## src/rtl/lsu_pkg.sv

```systemverilog
// Shared definitions for the load/store unit: funct3 codes, FSM states and
// small decode helpers used by both the sequencer and the lane aligner.
// Purely combinational helpers; no state lives here.
package lsu_pkg;

    // Load/store width encodings carried in instruction bits 14:12
    localparam logic [2:0] F3_B  = 3'b000;
    localparam logic [2:0] F3_H  = 3'b001;
    localparam logic [2:0] F3_W  = 3'b010;
    localparam logic [2:0] F3_BU = 3'b100;
    localparam logic [2:0] F3_HU = 3'b101;

    typedef enum logic [1:0] {
        S_IDLE = 2'd0,
        S_ACC0 = 2'd1,
        S_ACC1 = 2'd2,
        S_WAIT = 2'd3
    } lsu_state_t;

    // Byte-lane mask of an access before it is shifted to its offset.
    // Bit 2 of funct3 only selects sign/zero extension, so the size comes
    // from the two low bits.
    function automatic logic [3:0] size_mask(input logic [2:0] f3);
        logic [3:0] m;
        case (f3[1:0])
            2'b00:   m = 4'b0001;
            2'b01:   m = 4'b0011;
            default: m = 4'b1111;
        endcase
        return m;
    endfunction

    // Stores have no unsigned variants, so only loads accept 1xx codes
    function automatic logic f3_legal(input logic we, input logic [2:0] f3);
        logic ok;
        if (we) begin
            ok = (f3 == F3_B) || (f3 == F3_H) || (f3 == F3_W);
        end else begin
            ok = (f3 == F3_B) || (f3 == F3_H) || (f3 == F3_W) ||
                 (f3 == F3_BU) || (f3 == F3_HU);
        end
        return ok;
    endfunction

    // An access crosses a word boundary when its bytes spill past lane 3
    function automatic logic is_crossing(input logic [2:0] f3, input logic [1:0] off);
        logic c;
        case (f3[1:0])
            2'b01:   c = (off == 2'd3);
            2'b10:   c = (off != 2'd0);
            default: c = 1'b0;
        endcase
        return c;
    endfunction

endpackage

```

## src/rtl/lsu_lane_align.sv

```systemverilog
// Byte-lane alignment for the load/store unit: store strobes and shifted
// write data for both words of an access, plus load combine/shift/extend.
// Purely combinational (zero latency); no handshake, no backpressure.
//
// Ports:
//   i_funct3   access width / signedness
//   i_off      byte offset within the first word
//   i_cross    access spans two words (selects {i_rdata, i_word0})
//   i_wdata    store data, lane 0 aligned
//   i_rdata    most recent memory read word
//   i_word0    first word of a crossing load
//   o_wr_lo    strobes for the first word, o_wr_hi for the second
//   o_wdata_lo write data for the first word, o_wdata_hi for the second
//   o_ldata    extended load result
module lsu_lane_align
    import lsu_pkg::*;
#(
    parameter int DATA_W = 32
) (
    input  logic [2:0]        i_funct3,
    input  logic [1:0]        i_off,
    input  logic              i_cross,
    input  logic [DATA_W-1:0] i_wdata,
    input  logic [DATA_W-1:0] i_rdata,
    input  logic [DATA_W-1:0] i_word0,
    output logic [3:0]        o_wr_lo,
    output logic [3:0]        o_wr_hi,
    output logic [DATA_W-1:0] o_wdata_lo,
    output logic [DATA_W-1:0] o_wdata_hi,
    output logic [DATA_W-1:0] o_ldata
);

    logic [4:0]          w_shamt;
    logic [7:0]          w_mask8;
    logic [2*DATA_W-1:0] w_wide;
    logic [2*DATA_W-1:0] w_comb;
    logic [DATA_W-1:0]   w_ld;

    assign w_shamt = {i_off, 3'b000};

    // Shifting into a double-width window yields both words of a crossing
    // store at once: the low half goes to w0 and the spill-over to w1.
    assign w_mask8    = {4'b0000, size_mask(i_funct3)} << i_off;
    assign o_wr_lo    = w_mask8[3:0];
    assign o_wr_hi    = w_mask8[7:4];
    assign w_wide     = {{DATA_W{1'b0}}, i_wdata} << w_shamt;
    assign o_wdata_lo = w_wide[DATA_W-1:0];
    assign o_wdata_hi = w_wide[2*DATA_W-1:DATA_W];

    // Loads reverse the same idea: glue the two words, shift down by the offset
    assign w_comb = i_cross ? {i_rdata, i_word0} : {{DATA_W{1'b0}}, i_rdata};
    assign w_ld   = DATA_W'(w_comb >> w_shamt);

    always_comb begin
        o_ldata = w_ld;
        case (i_funct3)
            F3_B:    o_ldata = {{(DATA_W-8){w_ld[7]}}, w_ld[7:0]};
            F3_BU:   o_ldata = {{(DATA_W-8){1'b0}}, w_ld[7:0]};
            F3_H:    o_ldata = {{(DATA_W-16){w_ld[15]}}, w_ld[15:0]};
            F3_HU:   o_ldata = {{(DATA_W-16){1'b0}}, w_ld[15:0]};
            default: o_ldata = w_ld;
        endcase
    end

endmodule

```

## src/rtl/load_store_unit.sv

```systemverilog
// Memory-stage sequencer: one load/store per handshake, word-crossing
// accesses split into two memory transactions on consecutive words.
// Latency: store 1 (2 crossing), load 2 (3 crossing), error 1 cycle after
// the edge following accept; req_ready is low until the response cycle.
//
// Ports:
//   clk, reset           rising-edge clock, asynchronous active-high reset
//   req_valid/req_ready  request handshake; req_ready high only in IDLE
//   req_we               1 = store, 0 = load
//   req_funct3           width/sign code (instruction bits 14:12)
//   req_addr, req_wdata  byte address and store data
//   mem_waddr/mem_raddr  word index presented to the data memory
//   mem_re, mem_wr       read enable and per-byte write strobes
//   mem_wdata            lane-positioned write data
//   mem_rdata            read data, valid one cycle after mem_re
//   rsp_valid            one-cycle completion pulse
//   rsp_rdata            extended load result (0 for stores and errors)
//   rsp_err              unsupported funct3, qualified by rsp_valid
module load_store_unit
    import lsu_pkg::*;
#(
    parameter int DM_ADDRESS = 9,
    parameter int DATA_W     = 32
) (
    input  logic                  clk,
    input  logic                  reset,
    input  logic                  req_valid,
    output logic                  req_ready,
    input  logic                  req_we,
    input  logic [2:0]            req_funct3,
    input  logic [DM_ADDRESS-1:0] req_addr,
    input  logic [DATA_W-1:0]     req_wdata,
    output logic [DM_ADDRESS-3:0] mem_waddr,
    output logic [DM_ADDRESS-3:0] mem_raddr,
    output logic                  mem_re,
    output logic [3:0]            mem_wr,
    output logic [DATA_W-1:0]     mem_wdata,
    input  logic [DATA_W-1:0]     mem_rdata,
    output logic                  rsp_valid,
    output logic [DATA_W-1:0]     rsp_rdata,
    output logic                  rsp_err
);

    localparam int WA_W = DM_ADDRESS - 2;

    lsu_state_t            r_state;
    logic                  r_we;
    logic [2:0]            r_f3;
    logic [DM_ADDRESS-1:0] r_addr;
    logic [DATA_W-1:0]     r_wdata;
    logic [DATA_W-1:0]     r_word0;
    logic                  r_rsp_valid;
    logic [DATA_W-1:0]     r_rsp_rdata;
    logic                  r_rsp_err;

    logic [1:0]        w_off;
    logic [WA_W-1:0]   w_w0;
    logic [WA_W-1:0]   w_w1;
    logic [WA_W-1:0]   w_word;
    logic              w_legal;
    logic              w_cross;
    logic              w_in_acc;
    logic [3:0]        w_wr_lo;
    logic [3:0]        w_wr_hi;
    logic [DATA_W-1:0] w_wdata_lo;
    logic [DATA_W-1:0] w_wdata_hi;
    logic [DATA_W-1:0] w_ldata;

    assign w_off   = r_addr[1:0];
    assign w_w0    = r_addr[DM_ADDRESS-1:2];
    // Second word wraps naturally at the top of the word address space
    assign w_w1    = w_w0 + WA_W'(1);
    assign w_legal = f3_legal(r_we, r_f3);
    assign w_cross = is_crossing(r_f3, w_off);

    lsu_lane_align #(
        .DATA_W (DATA_W)
    ) u_align (
        .i_funct3   (r_f3),
        .i_off      (w_off),
        .i_cross    (w_cross),
        .i_wdata    (r_wdata),
        .i_rdata    (mem_rdata),
        .i_word0    (r_word0),
        .o_wr_lo    (w_wr_lo),
        .o_wr_hi    (w_wr_hi),
        .o_wdata_lo (w_wdata_lo),
        .o_wdata_hi (w_wdata_hi),
        .o_ldata    (w_ldata)
    );

    // Memory-side outputs decode straight from the registered state and the
    // captured request, so reset forces them inactive without waiting a clock.
    assign w_in_acc  = (r_state == S_ACC0) || (r_state == S_ACC1);
    assign w_word    = (r_state == S_ACC1) ? w_w1 : w_w0;
    assign mem_raddr = w_word;
    assign mem_waddr = w_word;
    assign mem_re    = w_in_acc && !r_we && w_legal;
    assign mem_wdata = (r_state == S_ACC1) ? w_wdata_hi : w_wdata_lo;

    always_comb begin
        mem_wr = 4'b0000;
        if (r_we && w_legal) begin
            if (r_state == S_ACC0) begin
                mem_wr = w_wr_lo;
            end else if (r_state == S_ACC1) begin
                mem_wr = w_wr_hi;
            end
        end
    end

    assign req_ready = (r_state == S_IDLE);
    assign rsp_valid = r_rsp_valid;
    assign rsp_rdata = r_rsp_rdata;
    assign rsp_err   = r_rsp_err;

    always_ff @(posedge clk or posedge reset) begin
        if (reset) begin
            r_state     <= S_IDLE;
            r_we        <= 1'b0;
            r_f3        <= 3'b000;
            r_addr      <= '0;
            r_wdata     <= '0;
            r_word0     <= '0;
            r_rsp_valid <= 1'b0;
            r_rsp_rdata <= '0;
            r_rsp_err   <= 1'b0;
        end else begin
            // Response flags are single-cycle pulses; rdata holds its value
            r_rsp_valid <= 1'b0;
            r_rsp_err   <= 1'b0;
            case (r_state)
                S_IDLE: begin
                    if (req_valid) begin
                        r_we    <= req_we;
                        r_f3    <= req_funct3;
                        r_addr  <= req_addr;
                        r_wdata <= req_wdata;
                        r_state <= S_ACC0;
                    end
                end
                S_ACC0: begin
                    if (!w_legal) begin
                        r_state     <= S_IDLE;
                        r_rsp_valid <= 1'b1;
                        r_rsp_err   <= 1'b1;
                        r_rsp_rdata <= '0;
                    end else if (w_cross) begin
                        r_state <= S_ACC1;
                    end else if (r_we) begin
                        r_state     <= S_IDLE;
                        r_rsp_valid <= 1'b1;
                        r_rsp_rdata <= '0;
                    end else begin
                        r_state <= S_WAIT;
                    end
                end
                S_ACC1: begin
                    if (r_we) begin
                        r_state     <= S_IDLE;
                        r_rsp_valid <= 1'b1;
                        r_rsp_rdata <= '0;
                    end else begin
                        // Read of w0 issued in ACC0 returns now
                        r_word0 <= mem_rdata;
                        r_state <= S_WAIT;
                    end
                end
                S_WAIT: begin
                    r_rsp_rdata <= w_ldata;
                    r_rsp_valid <= 1'b1;
                    r_state     <= S_IDLE;
                end
                default: r_state <= S_IDLE;
            endcase
        end
    end

endmodule

```

## config.mk

```make
export PLATFORM = sky130hd
export DESIGN_NAME = load_store_unit
export DESIGN_NICKNAME = d
export VERILOG_FILES = /design/src/rtl/lsu_pkg.sv /design/src/rtl/lsu_lane_align.sv /design/src/rtl/load_store_unit.sv
export SDC_FILE = /design/constraint.sdc
export NUM_CORES = 1
export LEC_CHECK = 0
export CORE_ASPECT_RATIO = 2
export CORE_MARGIN = 2
export CORE_UTILIZATION = 25
export CTS_CLUSTER_DIAMETER = 120
export CTS_CLUSTER_SIZE = 25
export DETAILED_ROUTE_END_ITERATION = 12
export GPL_TIMING_DRIVEN = 0
export PLACE_DENSITY = 0.49
export RECOVER_POWER = 50
export SYNTH_ARGS = -nofsm -noshare
export SYNTH_HDL_FRONTEND = slang
export SYNTH_HIERARCHICAL = 1
export SYNTH_SLANG_ARGS = --single-unit
```

## constraint.sdc

```tcl
create_clock -name clk -period 10.4 [get_ports clk]
set_clock_uncertainty 0.1 [all_clocks]
set_input_delay 2.08 -clock clk [delete_from_list [all_inputs] [get_ports clk]]
set_output_delay 2.08 -clock clk [all_outputs]
set_load 0.01 [all_outputs]
```

Word level (Yosys, flattened, before mapping)
Cells that the tools add are included.

operators by class
  shifts and indexed selects = 3
  equal/unequal tests = 12
  bitwise operators = 1
  muxes and demuxes = 25
  reductions and logical operators = 17
  $add $sub $neg = 1

operator list
  kind                   count
  $mux W32               4
  $pmux W32 S4           1
  $pmux W32 S3           1
  $mux W64               1
  $shl A32 B5 Y64        1
  $shr A64 B5 Y32        1
  $mux W4                3
  $eq A2 B2 Y1 const B   4
  $mux W2                4
  $pmux W2 S4            1
  $pmux W4 S2            1
  $shl A4 B2 Y8          1
  $add A7 B1 Y7 const B  1
  $mux W7                1
  $eq A3 B3 Y1 const B   2
  $mux W1                6
  $reduce_and A2 Y1      3
  $logic_or A1 B1 Y1     5
  $eq A2 B1 Y1 const B   2
  $logic_not A2 Y1       2
  $eq A3 B1 Y1 const B   1
  $eq A3 B2 Y1 const B   1
  $logic_and A1 B1 Y1    3
  $logic_not A3 Y1       1
  8 further kinds        8

storage, ports and cells
  logic and storage cells = 68
  flip-flop bits (word level) = 113

Longest topological paths before layout
  depth in word-level cells = 8
  depth in mapped cells = 11

Modules after synthesis
The synthesis kept the hierarchy.

modules (own cells, without submodules)
  module           instances  area an instance (µm²)  cells an instance  seq. area each (µm²)
  load_store_unit  1          4952.2                  347                2827.7
  lsu_lane_align   1          2511.2                  316                0.0

Worst setup path after synthesis
OpenSTA, ideal clock, no wires.

  kind = register to output
  start = reg r_state[0]
  end = out mem_waddr[6]
  required time = 8.220 ns
  setup slack = 6.444 ns
  stages on the path, launching flop included = 8
  buffers on the path = 2
  arrival = 1.776 ns
  cells stage by stage = dfrtp_1 inv_1 ha_1 buf_1 nand4_1 nor2_1 xor2_1 buf_4

between the ends
  longest elaborated chain between the ends = 2

RTL lines
  item                    line                    RTL
  start, declared         load_store_unit.sv:46   lsu_state_t r_state;
  start signal, assigned  load_store_unit.sv:119  r_state <= S_IDLE;
  start signal, assigned  load_store_unit.sv:139  r_state <= S_ACC0;
  start signal, assigned  load_store_unit.sv:144  r_state <= S_IDLE;
  $eq A2 B2 Y1            load_store_unit.sv:95   assign w_word = (r_state == S_ACC1) ? w_w1 : w_w0;
  $mux W7                 load_store_unit.sv:95
  end, declared           load_store_unit.sv:33   output logic [DM_ADDRESS-3:0] mem_waddr,

Every way passes these cells.

Worst setup path after layout
  start = reg r_addr[1]
  end = out mem_wdata[12]

between the ends
  longest elaborated chain between the ends = 2

RTL lines
  item                    line                    RTL
  start, declared         load_store_unit.sv:49   logic [DM_ADDRESS-1:0] r_addr;
  start signal, assigned  load_store_unit.sv:137  r_addr <= req_addr;
  $shl A32 B5 Y64         lsu_lane_align.sv:46    assign w_wide = {{DATA_W{1'b0}}, i_wdata} << w_shamt;
  via w_wdata_hi[12]      load_store_unit.sv:66   logic [DATA_W-1:0] w_wdata_hi;
  $mux W32                load_store_unit.sv:99   assign mem_wdata = (r_state == S_ACC1) ? w_wdata_hi : w_wdata_lo;
  end, declared           load_store_unit.sv:37   output logic [DATA_W-1:0] mem_wdata,

The timed path passes the listed nets, and every way through them passes these cells.

==> run_summary.xml <==
<?xml version="1.0" encoding="UTF-8"?>
<metrics>
  <group name="worst_setup_path">
    <metric name="critical_path_sink_type" unit="">primary output</metric>
    <metric name="worst-endpoint-required" unit="ns">8.22</metric>
    <metric name="path_max_fanout" unit="">10</metric>
    <metric name="timing.rr.end" unit="">rsp_rdata[1]</metric>
    <metric name="startpoint" unit="">r_addr[1]</metric>
    <metric name="worst_r2r_startpoint" unit="">r_f3[0]</metric>
    <metric name="critPathMaxStageDelay" unit="ns">0.69</metric>
    <metric name="timing.critical_path.to" unit="">mem_wdata[12]</metric>
    <metric name="worst_path_dominant_cell_family" unit="">buffers and inverters</metric>
    <metric name="crit_path_cell_trace" unit="">buf_4 &gt; buf_4 &gt; clkbuf_1 &gt; nor2b_1 &gt; mux2_2 &gt; clkdlybuf4s50_1</metric>
    <metric name="setup.worst_path.start_class" unit="">flop</metric>
    <metric name="r2r_cells" unit="">9</metric>
    <metric name="cpMaxStageDelayCell" unit="">sky130_fd_sc_hd__clkbuf_1</metric>
    <metric name="regToRegSetupSlack" unit="ns">6.46</metric>
    <metric name="worstPathArrival" unit="ns">3.19</metric>
    <metric name="wp_buf_inv" unit="">4</metric>
    <metric name="worstSetupPathDepth" unit="">6</metric>
    <metric name="crit_path_frequent_cell" unit="">sky130_fd_sc_hd__buf_4</metric>
    <metric name="critical_path_class" unit="">reg2out</metric>
  </group>
  <group name="sta">
    <metric name="slew_violations" unit="">37</metric>
    <metric name="tns" unit="ns">0</metric>
    <metric name="timing.fmax" unit="MHz">186.3</metric>
    <metric name="timing.final.hold_violations" unit="">0</metric>
    <metric name="unrepaired_setup_endpoints_after_global_routing" unit="">false</metric>
    <metric name="fin_crit" unit="ns">5.368</metric>
    <metric name="setup_viol" unit="">0</metric>
    <metric name="finalHoldWorstSlack" unit="ns">0.3994</metric>
    <metric name="post-route-period-util" unit="%">51.61</metric>
    <metric name="worst_pin_slew" unit="ns">1.842</metric>
    <metric name="slew-limit-headroom" unit="%">-23.50</metric>
  </group>
  <group name="global_route">
    <metric name="track_usage" unit="%">17.93</metric>
    <metric name="antenna_found_initial" unit="">0</metric>
    <metric name="wire_length_of_the_first_global_routing_pass" unit="um">40890</metric>
    <metric name="grt_overflow" unit="">0</metric>
    <metric name="maximum_number_of_pins_on_one_net_before_global_route_repair" unit="">78</metric>
    <metric name="first_global_vias" unit="">6529</metric>
  </group>
  <group name="drt">
    <metric name="num_vias" unit="">6032</metric>
    <metric name="firstDrtPassIters" unit="">6</metric>
    <metric name="final_antenna_net_count" unit="">0</metric>
    <metric name="wl" unit="um">27550</metric>
    <metric name="via_per_instance_ratio" unit="">4.892</metric>
    <metric name="drc_errors" unit="">0</metric>
    <metric name="routed_wire_length_per_instance" unit="um">22.35</metric>
    <metric name="drt_iter0_markers" unit="">266</metric>
  </group>
  <group name="pwr">
    <metric name="powerDensity" unit="nW/um2">366.8</metric>
    <metric name="vdd_ir_drop_max" unit="mV">0.1583</metric>
    <metric name="total_leakage_power" unit="nW">4.296</metric>
  </group>
  <group name="logic_synthesis">
    <metric name="synth.distinct_cells" unit="">49</metric>
    <metric name="seq_area_frac_synth" unit="%">37.89</metric>
    <metric name="syn-mean-instance-area" unit="um2">11.26</metric>
    <metric name="ys.warnings.count" unit="">6</metric>
    <metric name="post_synth_inst_count" unit="">663</metric>
    <metric name="syn_area" unit="um2">7463</metric>
    <metric name="postSynthRegisterBits" unit="">113</metric>
  </group>
  <group name="die">
    <metric name="die_height" unit="um">248.4</metric>
    <metric name="floorplan.initialDensity" unit="%">25.39</metric>
    <metric name="floorplan.die_area" unit="um2">31340</metric>
    <metric name="core_area" unit="um2">29400</metric>
    <metric name="io_pins" unit="">166</metric>
    <metric name="num_rows" unit="">89</metric>
    <metric name="die-width" unit="um">126.2</metric>
  </group>
  <group name="placed_design">
    <metric name="globalplace.congestion" unit="">0.8317</metric>
    <metric name="port_buffers" unit="">165</metric>
    <metric name="place.detailed.hpwl" unit="um">21450</metric>
  </group>
  <group name="layout">
    <metric name="layout.nets" unit="">945</metric>
    <metric name="flow.area_growth_from_synthesis" unit="%">36.85</metric>
    <metric name="fill_cells" unit="">3035</metric>
    <metric name="final_layout_size_suffix_gt1_share" unit="%">28.54</metric>
    <metric name="antenna_cells" unit="">0</metric>
  </group>
  <group name="clocking">
    <metric name="post_cts_resized" unit="">0</metric>
    <metric name="cts_max_path_buffers" unit="">2</metric>
    <metric name="insertion_delay" unit="ns">0.44</metric>
    <metric name="cts_hold_buffers" unit="">0</metric>
    <metric name="cts.repair_timing.setup_buffer_count" unit="">0</metric>
    <metric name="cts_tree" unit="">yes</metric>
    <metric name="clk_transition_reported_paths" unit="ns">0.05</metric>
    <metric name="number_of_buffers_created_by_cts" unit="">17</metric>
    <metric name="cts_max_level" unit="">4</metric>
    <metric name="clock_sink_count" unit="">113</metric>
    <metric name="clock-root-buffer" unit="">sky130_fd_sc_hd__clkbuf_16</metric>
  </group>
  <group name="worst_hold_path">
    <metric name="hold_crit_class" unit="">reg2reg</metric>
  </group>
  <group name="job">
    <metric name="maxCapViolCount" unit="">1</metric>
  </group>
  <group name="outcome">
    <metric name="status" unit="">complete, but fails checks</metric>
    <metric name="failed_checks" unit="">capacitance limit, slew limit</metric>
  </group>
</metrics>
[synth_stat cells, drive strengths merged]
| library cell | count | share of area (%) |
|---|---|---|
| and3 | 10 | 0.84 |
| nand3 | 17 | 1.1 |
| a22o | 48 | 5.7 |
| nor2b | 17 | 1.6 |
| buf | 55 | 5.5 |
| mux2i | 44 | 5.9 |
| nor3 | 4 | 0.27 |
| xnor2 | 3 | 0.35 |
| a21oi | 12 | 0.80 |
| or4 | 1 | 0.15 |
| nor2 | 31 | 1.6 |
| nand4 | 2 | 0.17 |
| nand2b | 2 | 0.17 |
| a211oi | 2 | 0.20 |
| a2bb2oi | 1 | 0.20 |
| inv | 6 | 0.30 |
| conb | 1 | 0.050 |
| mux4 | 14 | 4.2 |
| o31ai | 1 | 0.28 |
| or3 | 2 | 0.23 |
| o311ai | 1 | 0.12 |
| dfrtp | 113 | 38 |
| o2bb2ai | 1 | 0.12 |
| clkbuf | 17 | 0.85 |
| a32oi | 1 | 0.12 |
| xor2 | 3 | 0.35 |
| mux2 | 142 | 21 |
| nand2 | 29 | 1.5 |
| nor3b | 2 | 0.27 |
| and4 | 1 | 0.15 |
| a22oi | 19 | 1.9 |
| and2 | 10 | 0.84 |
| a21boi | 2 | 0.20 |
| o31a | 1 | 0.12 |
| a21o | 2 | 0.20 |
| ha | 9 | 1.5 |
| o32ai | 1 | 0.12 |
| o21ai | 35 | 2.4 |
| o2111ai | 1 | 0.20 |
[final cells by class]
cell class	instances	area [um2]	share of cell area, %
inverter	6	23.77	0.2328
multi-input combinational	480	4160	40.73
tap	364	455.4	4.459
clock buffer	22	464.2	4.545
timing repair buffer	166	1679	16.44
clock inverter	10	133.9	1.311
buffer	72	469.2	4.594
sequential	113	2828	27.69
[power breakdown]
part	internal (W)	switching (W)
combinational	0.00118	0.00111
sequential	0.000650	0.000197
clock	0.000387	0.000217
total	0.00222	0.00153
[worst register-to-register path: cells and delay by family (launching register included)]
family,cells,cell delay (ns)
AO/OA/AOI/OAI,4,1.10
adder cells (fa/ha/maj),1,0.30
buffers and inverters,4,1.85
flip-flops,1,0.55
[state kept, by name (all words and copies together), names as in the netlist, 2 cells and up]
signal / cells
r_state: 2
r_addr: 9
r_wdata: 32
r_word0: 32
r_f3: 3
rsp_rdata: 32
[how the worst min path moves through the flow]
| stage | from | end | slack, ns | cells past startpoint |
|---|---|---|---|---|
| after floorplan | r_word0[0] | r_word0[0] | 0.38 | 1 |
| after global placement | r_word0[5] | r_word0[5] | 0.39 | 1 |
| after detailed placement | r_word0[5] | r_word0[5] | 0.40 | 1 |
| after CTS | rsp_rdata[25] | rsp_rdata[25] | 0.41 | 1 |
| after global routing | r_word0[5] | r_word0[5] | 0.41 | 1 |
| final | rsp_rdata[25] | rsp_rdata[25] | 0.40 | 1 |
[metrics by stage]
| stage | util [%] | power, W | instances | cell area, um2 | worst slack (ns) |
|---|---|---|---|---|---|
| after floorplan | - | 0.002239 | 671 | 7493 | 5.233 |
| after global placement | 32.66 | 0.003149 | 1200 | 9600 | 3.202 |
| after detailed placement | 32.77 | 0.003169 | 1201 | 9633 | 5.443 |
| after CTS | 34.80 | 0.003795 | 1233 | 10230 | 4.952 |
| after global routing | 34.74 | 0.003987 | 1233 | 10210 | 4.786 |
| final | 34.74 | 0.003746 | 1233 | 10210 | 5.032 |
[routing by layer]
layer,vias to the layer above,global-route usage [%],wire [um]
met3,67,2.663,885
met5,-,0,0
met4,0,11.25,1372
met2,180,35.61,16060
li1,2819,-,-
met1,2966,16.76,9232
[kinds of logic (layout without fill, tap and decap cells)]
kind of cell    after synthesis  after routing  share of synthesized area [%]
mux                         200            200                          31.60
fa+ha+maj                     9              9                          1.509
compound gates              128            128                          12.67
buf+inv                      78            276                          6.706
simple gates                128            128                          8.868
other cells                   1              9                        0.05025
xor+xnor                      6              6                         0.7042
flops                       113            113                          37.89
[cells in the final DEF, fill, tap and decap left out, types with 4 or more instances in the layout]
cell type                         count
sky130_fd_sc_hd__dlygate4sd3_1        5
sky130_fd_sc_hd__and2_1              10
sky130_fd_sc_hd__mux2i_1             44
sky130_fd_sc_hd__nor3_1               4
sky130_fd_sc_hd__buf_2               12
sky130_fd_sc_hd__clkbuf_1            22
sky130_fd_sc_hd__a21oi_1             12
sky130_fd_sc_hd__dfrtp_1            113
sky130_fd_sc_hd__nand2_1             29
sky130_fd_sc_hd__conb_1               9
sky130_fd_sc_hd__clkdlybuf4s50_1    160
sky130_fd_sc_hd__o21ai_0             31
sky130_fd_sc_hd__a22oi_1             19
sky130_fd_sc_hd__nand3_1             17
sky130_fd_sc_hd__nor2_1              31
sky130_fd_sc_hd__and3_1              10
sky130_fd_sc_hd__nor2b_1             15
sky130_fd_sc_hd__buf_1                4
sky130_fd_sc_hd__ha_1                 9
sky130_fd_sc_hd__clkinv_2             4
sky130_fd_sc_hd__mux4_2              14
sky130_fd_sc_hd__a22o_1              45
sky130_fd_sc_hd__inv_1                5
sky130_fd_sc_hd__buf_6               12
sky130_fd_sc_hd__clkbuf_16           17
sky130_fd_sc_hd__buf_4               25
sky130_fd_sc_hd__mux2_2             141
Power figures use the tool's default switching activity.
